### src/rtl/me_lsu.sv
// ME-stage load/store unit: registers one access, holds it on the data bus until completion,
// builds lane strobes/store shifts, extends load data, and reports misalignment and bus faults.
module me_lsu #(
    parameter int XLEN        = 64,
    parameter bit ALIGNED_BUS = 1'b1
) (
    input  logic                clk,
    input  logic                rst_n,
    input  logic                me_mem_rena,
    input  logic                me_mem_wena,
    input  logic [2:0]          me_funct3,
    input  logic [XLEN-1:0]     me_addr,
    input  logic [XLEN-1:0]     me_wdata,
    input  logic                me_stall_ext,
    input  logic                flush,
    output logic                mem_valid,
    output logic                mem_req,
    output logic [1:0]          mem_size,
    output logic [XLEN-1:0]     mem_addr,
    output logic [XLEN-1:0]     mem_wdata,
    output logic [XLEN/8-1:0]   mem_wstrb,
    input  logic                mem_ready,
    input  logic [XLEN-1:0]     mem_rdata,
    input  logic [1:0]          mem_resp,
    output logic [XLEN-1:0]     ld_data,
    output logic                ld_valid,
    output logic                stall_req,
    output logic                exc_ld_misal,
    output logic                exc_st_misal,
    output logic                exc_acc_fault,
    output logic [XLEN-1:0]     exc_tval
);

    localparam int SW = XLEN / 8;
    localparam int OW = $clog2(SW);

    typedef enum logic [1:0] {
        IDLE  = 2'd0,
        BUSY  = 2'd1,
        DRAIN = 2'd2,
        DONE  = 2'd3
    } state_t;

    state_t            state_r, state_s;
    logic              req_r;
    logic [1:0]        size_r;
    logic              uns_r;
    logic [XLEN-1:0]   addr_r;
    logic [XLEN-1:0]   mem_addr_r;
    logic [XLEN-1:0]   wdata_r;
    logic [SW-1:0]     strb_r;
    logic [XLEN-1:0]   ld_data_r;
    logic [1:0]        resp_r;
    logic              acc_s;
    logic              mis_s;
    logic [OW-1:0]     off_s;

    function automatic logic misaligned(input logic [1:0] size, input logic [OW-1:0] off);
        logic [2:0] off3;
        logic [2:0] mask;
        off3 = 3'(off);
        case (size)
            2'd0:    mask = 3'b000;
            2'd1:    mask = 3'b001;
            2'd2:    mask = 3'b011;
            2'd3:    mask = 3'b111;
            default: mask = 3'b111;
        endcase
        // A doubleword cannot be carried by a 32-bit bus at all.
        return (|(off3 & mask)) || ((size == 2'd3) && (XLEN == 32));
    endfunction

    function automatic logic [SW-1:0] lane_strobe(input logic [1:0] size, input logic [OW-1:0] off);
        logic [3:0]    nbytes;
        logic [SW-1:0] base;
        nbytes = 4'd1 << size;
        base   = ({{(SW-1){1'b0}}, 1'b1} << nbytes) - {{(SW-1){1'b0}}, 1'b1};
        return base << off;
    endfunction

    function automatic logic [XLEN-1:0] load_extend(input logic [XLEN-1:0] rdata, input logic [1:0] size,
                                                    input logic uns, input logic [OW-1:0] off);
        logic [XLEN-1:0] sh;
        logic [XLEN-1:0] mask;
        logic [6:0]      nbits;
        logic            sgn;
        sh    = ALIGNED_BUS ? (rdata >> {off, 3'b000}) : rdata;
        nbits = 7'd8 << size;
        // Shifting by the full width yields zero, so a full-width access gets an all-ones mask.
        mask  = ~({XLEN{1'b1}} << nbits);
        case (size)
            2'd0:    sgn = sh[7];
            2'd1:    sgn = sh[15];
            2'd2:    sgn = sh[31];
            2'd3:    sgn = sh[XLEN-1];
            default: sgn = 1'b0;
        endcase
        return (sh & mask) | ((sgn && !uns) ? ~mask : {XLEN{1'b0}});
    endfunction

    assign acc_s = (me_mem_rena | me_mem_wena) & ~flush;
    assign off_s = me_addr[OW-1:0];
    assign mis_s = misaligned(me_funct3[1:0], off_s);

    assign mem_req   = req_r;
    assign mem_size  = size_r;
    assign mem_addr  = mem_addr_r;
    assign mem_wdata = wdata_r;
    assign mem_wstrb = strb_r;
    assign ld_data   = ld_data_r;

    // Next-state and per-state control outputs.
    always_comb begin
        state_s       = state_r;
        mem_valid     = 1'b0;
        stall_req     = 1'b0;
        ld_valid      = 1'b0;
        exc_ld_misal  = 1'b0;
        exc_st_misal  = 1'b0;
        exc_acc_fault = 1'b0;
        exc_tval      = {XLEN{1'b0}};
        case (state_r)
            IDLE: begin
                if (acc_s && mis_s) begin
                    exc_ld_misal = me_mem_rena;
                    exc_st_misal = me_mem_wena;
                    exc_tval     = me_addr;
                end else if (acc_s) begin
                    stall_req = 1'b1;
                    state_s   = BUSY;
                end else begin
                    state_s = IDLE;
                end
            end
            BUSY: begin
                mem_valid = 1'b1;
                stall_req = 1'b1;
                if (mem_ready) begin
                    state_s = flush ? IDLE : DONE;
                end else if (flush) begin
                    state_s = DRAIN;
                end else begin
                    state_s = BUSY;
                end
            end
            DRAIN: begin
                mem_valid = 1'b1;
                stall_req = acc_s;
                if (mem_ready) begin
                    state_s = IDLE;
                end else begin
                    state_s = DRAIN;
                end
            end
            DONE: begin
                ld_valid = ~req_r && (resp_r == 2'b00);
                if (resp_r != 2'b00) begin
                    exc_acc_fault = 1'b1;
                    exc_tval      = addr_r;
                end else begin
                    exc_acc_fault = 1'b0;
                end
                if (me_stall_ext && !flush) begin
                    state_s = DONE;
                end else begin
                    state_s = IDLE;
                end
            end
            default: begin
                state_s = IDLE;
            end
        endcase
    end

    // State, access capture on IDLE->BUSY, and load result capture on completion.
    always_ff @(posedge clk) begin
        if (!rst_n) begin
            state_r    <= IDLE;
            req_r      <= 1'b0;
            size_r     <= 2'd0;
            uns_r      <= 1'b0;
            addr_r     <= {XLEN{1'b0}};
            mem_addr_r <= {XLEN{1'b0}};
            wdata_r    <= {XLEN{1'b0}};
            strb_r     <= {SW{1'b0}};
            ld_data_r  <= {XLEN{1'b0}};
            resp_r     <= 2'b00;
        end else begin
            state_r <= state_s;
            if (state_r == IDLE && state_s == BUSY) begin
                req_r      <= me_mem_wena;
                size_r     <= me_funct3[1:0];
                uns_r      <= me_funct3[2];
                addr_r     <= me_addr;
                mem_addr_r <= ALIGNED_BUS ? {me_addr[XLEN-1:OW], {OW{1'b0}}} : me_addr;
                wdata_r    <= ALIGNED_BUS ? (me_wdata << {off_s, 3'b000}) : me_wdata;
                strb_r     <= lane_strobe(me_funct3[1:0], off_s);
            end
            if (state_r == BUSY && mem_ready) begin
                ld_data_r <= load_extend(mem_rdata, size_r, uns_r, addr_r[OW-1:0]);
                resp_r    <= mem_resp;
            end
        end
    end

endmodule

### config.mk
export PLATFORM = sky130hd
export DESIGN_NAME = me_lsu
export DESIGN_NICKNAME = d
export VERILOG_FILES = /design/src/rtl/me_lsu.sv
export SDC_FILE = /design/constraint.sdc
export NUM_CORES = 1
export LEC_CHECK = 0
export BUFFER_PORTS_ARGS = -buffer_cell sky130_fd_sc_hd__buf_2
export CAP_MARGIN = 40
export CORE_AREA = 2 2 188 190
export DETAILED_ROUTE_END_ITERATION = 16
export DIE_AREA = 0 0 190 192
export GPL_ROUTABILITY_DRIVEN = 0
export PLACE_DENSITY_LB_ADDON = 0.15
export SLEW_MARGIN = 20
export SYNTH_ARGS = -nofsm -noshare
export SYNTH_HDL_FRONTEND = slang
export SYNTH_SLANG_ARGS = --single-unit
### constraint.sdc
create_clock -name clk -period 3 [get_ports clk]
set_clock_uncertainty 0.1 [all_clocks]
set_input_delay 0.6 -clock clk [delete_from_list [all_inputs] [get_ports clk]]
set_output_delay 0.6 -clock clk [all_outputs]
set_load 0.02 [all_outputs]
==> Yosys cells after proc, flatten, opt, wreduce, memory -nomap -nowiden <==
Index checks and enable logic that the tools add are counted.
{ "totals": {"word_cells": 79, "reg_bits": 269, "in_bits": 204, "out_inout_bits": 273} }
{ "classes": {"n_addsub": 1, "n_reduce_logical": 15, "n_shift": 7, "muxes": 27, "n_eq_ne": 10, "bitwise_logic": 9} }
{ "op_table": {"columns": ["operator", "count"], "rows": [
  ["$mux 64", 3],
  ["$not 64->64", 2],
  ["$pmux 64 s2", 1],
  ["$and 64x64->64", 1],
  ["$or 64x64->64", 1],
  ["$shl 64x6->64", 1],
  ["$shl 64x7->64 const A", 1],
  ["$shr 64x6->64", 1],
  ["$mux 1", 13],
  ["$eq 2x2->1 const B", 6],
  ["$mux 2", 6],
  ["$pmux 3 s4", 1],
  ["$eq 2x1->1 const B", 4],
  ["$logic_not 2->1", 4],
  ["$pmux 2 s4", 1],
  ["$shl 1x4->8 const A", 1],
  ["$shl 8x3->8", 1],
  ["$sub 8x1->8 const B", 1],
  ["$shl 4x2->7 const A", 1],
  ["$logic_and 1x1->1", 6],
  ["$pmux 1 s4", 1],
  ["$shl 1x2->4 const A", 1],
  ["$and 3x3->3", 1],
  ["$pmux 1 s3", 1],
  ["other kinds (7)", 9]
]} }

==> Longest topological paths before layout <==
{ "logic_depth": {"word_depth": 9, "mapped_depth": 9, "ltp_nobuf": 6} }

==> Least setup slack after synthesis <==
No wires, ideal clock.
{ "synth_path": {"path_kind": "input -> output", "startpoint": "in me_funct3[0]", "endpoint": "out exc_tval[13]", "path_buffers": 3, "path_stages": 8, "slack_ns": -0.009, "t_arrival_ns": 2.309, "required_ns": 2.300, "path_cell_list": "clkbuf_1 a21o_1 a21oi_1 nor2_1 clkbuf_1 buf_1 a22oi_1 nor2_1"} }
{ "synth_between": {"elab_chain_cells": 7, "word_cells_on_any_way": 10, "classes_between": "3 x eq/ne; 3 x mux; 1 x bitwise; 3 x reduce/logical"} }
{ "synth_lines": {"columns": ["item", "line_no", "text"], "rows": [
  ["from (decl)", "11", "input logic [2:0] me_funct3,"],
  ["$eq 2x2->1 (tied with other cells)", "62", "case (size)"],
  ["$pmux 3 s4 (*)", "62", null],
  ["$and 3x3->3 (*)", "70", "return (|(off3 & mask)) || ((size == 2'd3) && (XLEN == 32));"],
  ["$reduce_or 3->1 (*)", "70", null],
  ["$logic_and 1x1->1 (*)", "124", "if (acc_s && mis_s) begin"],
  ["$mux 64 (*)", "124", null],
  ["$pmux 64 s2 (*)", "122", "case (state_r)"],
  ["to (decl)", "31", "output logic [XLEN-1:0] exc_tval"]
]} }
Mark *: on every way between the ends. The rest lies on a longest branch, timed or not.

==> Worst setup path in the final report <==
{ "layout_path": {"startpoint": "reg state_r[1]", "endpoint": "out exc_tval[63]"} }
{ "layout_between": {"elab_chain_cells": 2, "word_cells_on_any_way": 3, "classes_between": "1 x eq/ne; 1 x mux; 1 x reduce/logical"} }
{ "layout_lines": {"columns": ["item", "line_no", "text"], "rows": [
  ["from (decl)", "44", "state_t state_r, state_s;"],
  ["from (signal assigned)", "189", "state_r <= state_s;"],
  ["$eq 2x2->1 or $logic_not 2->1 (tied branches)", "122", null],
  ["$pmux 64 s2 (*)", "122", null]
]} }
Marked as above.

==> flow_metrics.py <==
metrics = {
    "worst_setup_path": {
        "crit_path_end_kind": "primary output",
        "rr_endpoint": "ld_data[32]",
        "r2r-start": "addr_r[1]",
        "r2r_cells": 6,
        "crit_path_max_incr_delay_ns": 0.35,
        "cp.required_ns": 2.30,
        "worstPathMaxFanout": 65,
        "crit_chain": "buf_4 > ha_1 > o21a_2 > buf_12 > a22oi_1 > nor2_1 > buf_2",
        "cp_top_family": "buffers and inverters",
        "critPathBufInv": 3,
        "cp-start-kind": "flip-flop",
        "critPathKind": "reg2out",
        "cp_data_arrival_time_ns": 2.21,
        "reg2reg_slack_ns": 0.44,
        "crit_slowest_cell": "dfxtp_1",
    },
    "clocking": {
        "cts_made_buffers": 26,
        "cts_tree": "yes",
        "htreeDepth": 1,
        "clkLatencyLatePin_ns": 0.53,
        "cts_buffer_depth": 3,
        "clock_sinks": 208,
        "postCtsHoldBufs": 0,
        "clock_tree.root_cell": "clkbuf_16",
        "clkTransAtPathRegs_ns": 0.06,
    },
    "job": {
        "drv_cap": 0,
    },
    "timing": {
        "layout_min_cycle_time_ns": 2.91,
        "worst_pin_slew_ns": 0.877,
        "finalHoldViolCount": 0,
        "rsz0062_at_grt": "true",
        "maxSlewHeadroom_pct": 41.3,
        "post-route-period-util_pct": 97.1,
        "max_clock_freq_mhz": 343,
        "finalSetupViolations": 0,
        "drv_slew": 0,
    },
    "floorplan": {
        "fp.dieH_um": 192,
        "initial_utilization_pct": 35.2,
        "row_count": 68,
        "die_w_um": 190,
        "num_io_pins": 477,
        "core-area_mm2": 0.0343,
        "dieArea_mm2": 0.0365,
    },
    "global_routing": {
        "grt_antenna_before_repair": 4,
        "first_global_vias": 11700,
        "grt_util_met2_pct": 40.5,
        "busiest_layer": "met2",
        "grt_max_degree": 84,
        "met1_usage_pct": 31.8,
        "grtUsageTotal_pct": 24.5,
        "grt-ovfl-total": 0,
        "gr-usage-met3_pct": 5.85,
        "grt_pass1_wl_um": 69900,
    },
    "synth": {
        "netlist_instances": 1462,
        "synth_top_family_by_area": "compound AO/OA/AOI/OAI gates",
        "synth_seq_cells": 208,
        "synthFlopType": "dfxtp_1",
        "synthSimpleGateAreaFrac_pct": 17.1,
        "async_flop_share_pct": 0,
        "synthAdderAreaFrac_pct": 0.727,
        "synth_edf_count": 0,
        "yosysWarnings": 0,
        "syn-cell-area_mm2": 0.0121,
        "syn_avg_cell_area_um2": 8.24,
        "synth-xor-area-share_pct": 0,
        "synth_mux_area_share_pct": 16.4,
        "synthDistinctLibCells": 50,
        "ys_seq_area_share_pct": 34.5,
        "synth_compound_area_share_pct": 22.0,
    },
    "route": {
        "ant_nets": 0,
        "viasPerCell": 5.42,
        "drc": 0,
        "dr_total_vias": 12400,
        "finalWirelength_um": 47600,
        "drt_iter0_markers": 794,
        "first_pass_iters": 5,
        "routedWlPerCell_um": 20.7,
    },
    "cells_and_area": {
        "area_growth_syn_to_layout_pct": 29.4,
        "final_common_cell": "buf_2",
        "fin_nets": 2032,
        "drive_above_1_share_pct": 36.5,
        "final_cell_mix": "buf_2 (469), nand2_1 (235), dfxtp_1 (206)",
        "design_area_mm2": 0.0156,
    },
    "placed_design": {
        "dp_hpwl_um": 34900,
        "dpl_cell_area_mm2": 0.0145,
        "io_buffers": 473,
    },
    "power": {
        "power.leakage_nw": 6.81,
        "p_total_mw": 8.07,
        "cellPowerDensity_mw_per_mm2": 517,
        "ir_drop_mv": 0.373,
    },
    "hold_path": {
        "hp-class": "in2reg",
        "hold_depth": 3,
        "min_to": "resp_r[1]",
        "holdCritStartpoint": "mem_resp[1]",
    },
    "outcome": {
        "status": "finished clean",
    },
}
-- state kept, by name, indices dropped and copies added, names as in the netlist --
register   flops
uns_r          1
mem_wstrb      8
resp_r         2
mem_size       2
ld_data       64
addr_r        64
mem_wdata     64
state_r        2
mem_req        1
-- timing repair --
item | CTS | global route
resized for setup | 1 | 8
cloned | 1 | 1
buffers inserted | 5 | 2
setup endpoints to repair | 66 | 58
pin swaps | 3 | 3
-- routing by layer --
layer	share of wire [%]	vias up
met2	48	525
met5	0.11	-
met4	2.6	8
met1	41	5896
li1	-	5927
met3	8.3	84
-- cells in the mapped netlist, drive strengths merged, types with 9 or more instances --
cell	number	area, um2
or3	14	87.6
nor3	19	95.1
nor2b	17	106
mux2i	78	781
nand3	35	175
a22oi	66	495
a211oi	40	300
mux4	48	1080
o221a	25	282
o21ai	35	175
clkbuf	96	360
inv	15	56.3
o221ai	9	78.8
a21oi	152	761
a311oi	9	78.8
a221oi	16	140
dfxtp	208	4160
nor2	151	567
buf	109	684
mux2	10	113
nand2	235	882
-- stage by stage --
stage	utilization [%]	setup TNS, ns	hold WS (ns)	worst slack [ns]	std cells
3_5_place_dp	42.3	-3.62	0.342	-0.141	2239
5_1_grt	45.5	-0.00762	0.202	-0.00394	2296
6_report	45.5	0	0.222	0.0873	2297
3_3_place_gp	42.3	-3.21	0.339	-0.114	2239
4_1_cts	45.2	0	0.193	0.0288	2293
2_1_floorplan	-	0	0.349	0.00309	1464
-- cells by family after synthesis --
family                   count (synthesis)
AO/OA/AOI/OAI                          396
other                                    1
multiplexers                           136
AND/OR/NAND/NOR                        493
buffers and inverters                  221
adder cells (fa/ha/maj)                  7
flip-flops                             208
-- layout make-up --
type / count / area, um2
Clock buffer: 40 / 825
Multi-Input combinational cell: 1036 / 6850
Antenna cell: 1 / 2.50
Sequential cell: 208 / 4170
Clock inverter: 8 / 124
Timing Repair Buffer: 533 / 2990
Inverter: 16 / 62.6
Tap cell: 455 / 569
Fill cell: 3422 / 18700
-- worst reg2reg max path: stages (launching register included) --
cell and delay (ns):
dfxtp_2 0.50, mux4_2 0.57, nor2_1 0.19, a211oi_1 0.09, or4_1 0.53, buf_4 0.21, o221a_2 0.26
-- where the power goes --
part | total, mW | switching, mW | internal, mW
combinational | 1.68 | 1.03 | 0.650
clock | 3.40 | 1.26 | 2.14
sequential | 2.99 | 0.0978 | 2.89
-- worst max path at each step --
stage,startpoint,end,slack (ns),cells after the start
after detailed placement,me_funct3[0],exc_tval[44],-0.14,9
after floorplan,me_funct3[0],exc_tval[12],0.003,8
after CTS,state_r[0],exc_tval[40],0.03,10
after global placement,me_funct3[0],exc_tval[39],-0.11,9
final,state_r[1],exc_tval[63],0.09,7
after global routing,state_r[1],exc_tval[53],-0.004,10
Power figures use the tool's default switching activity.
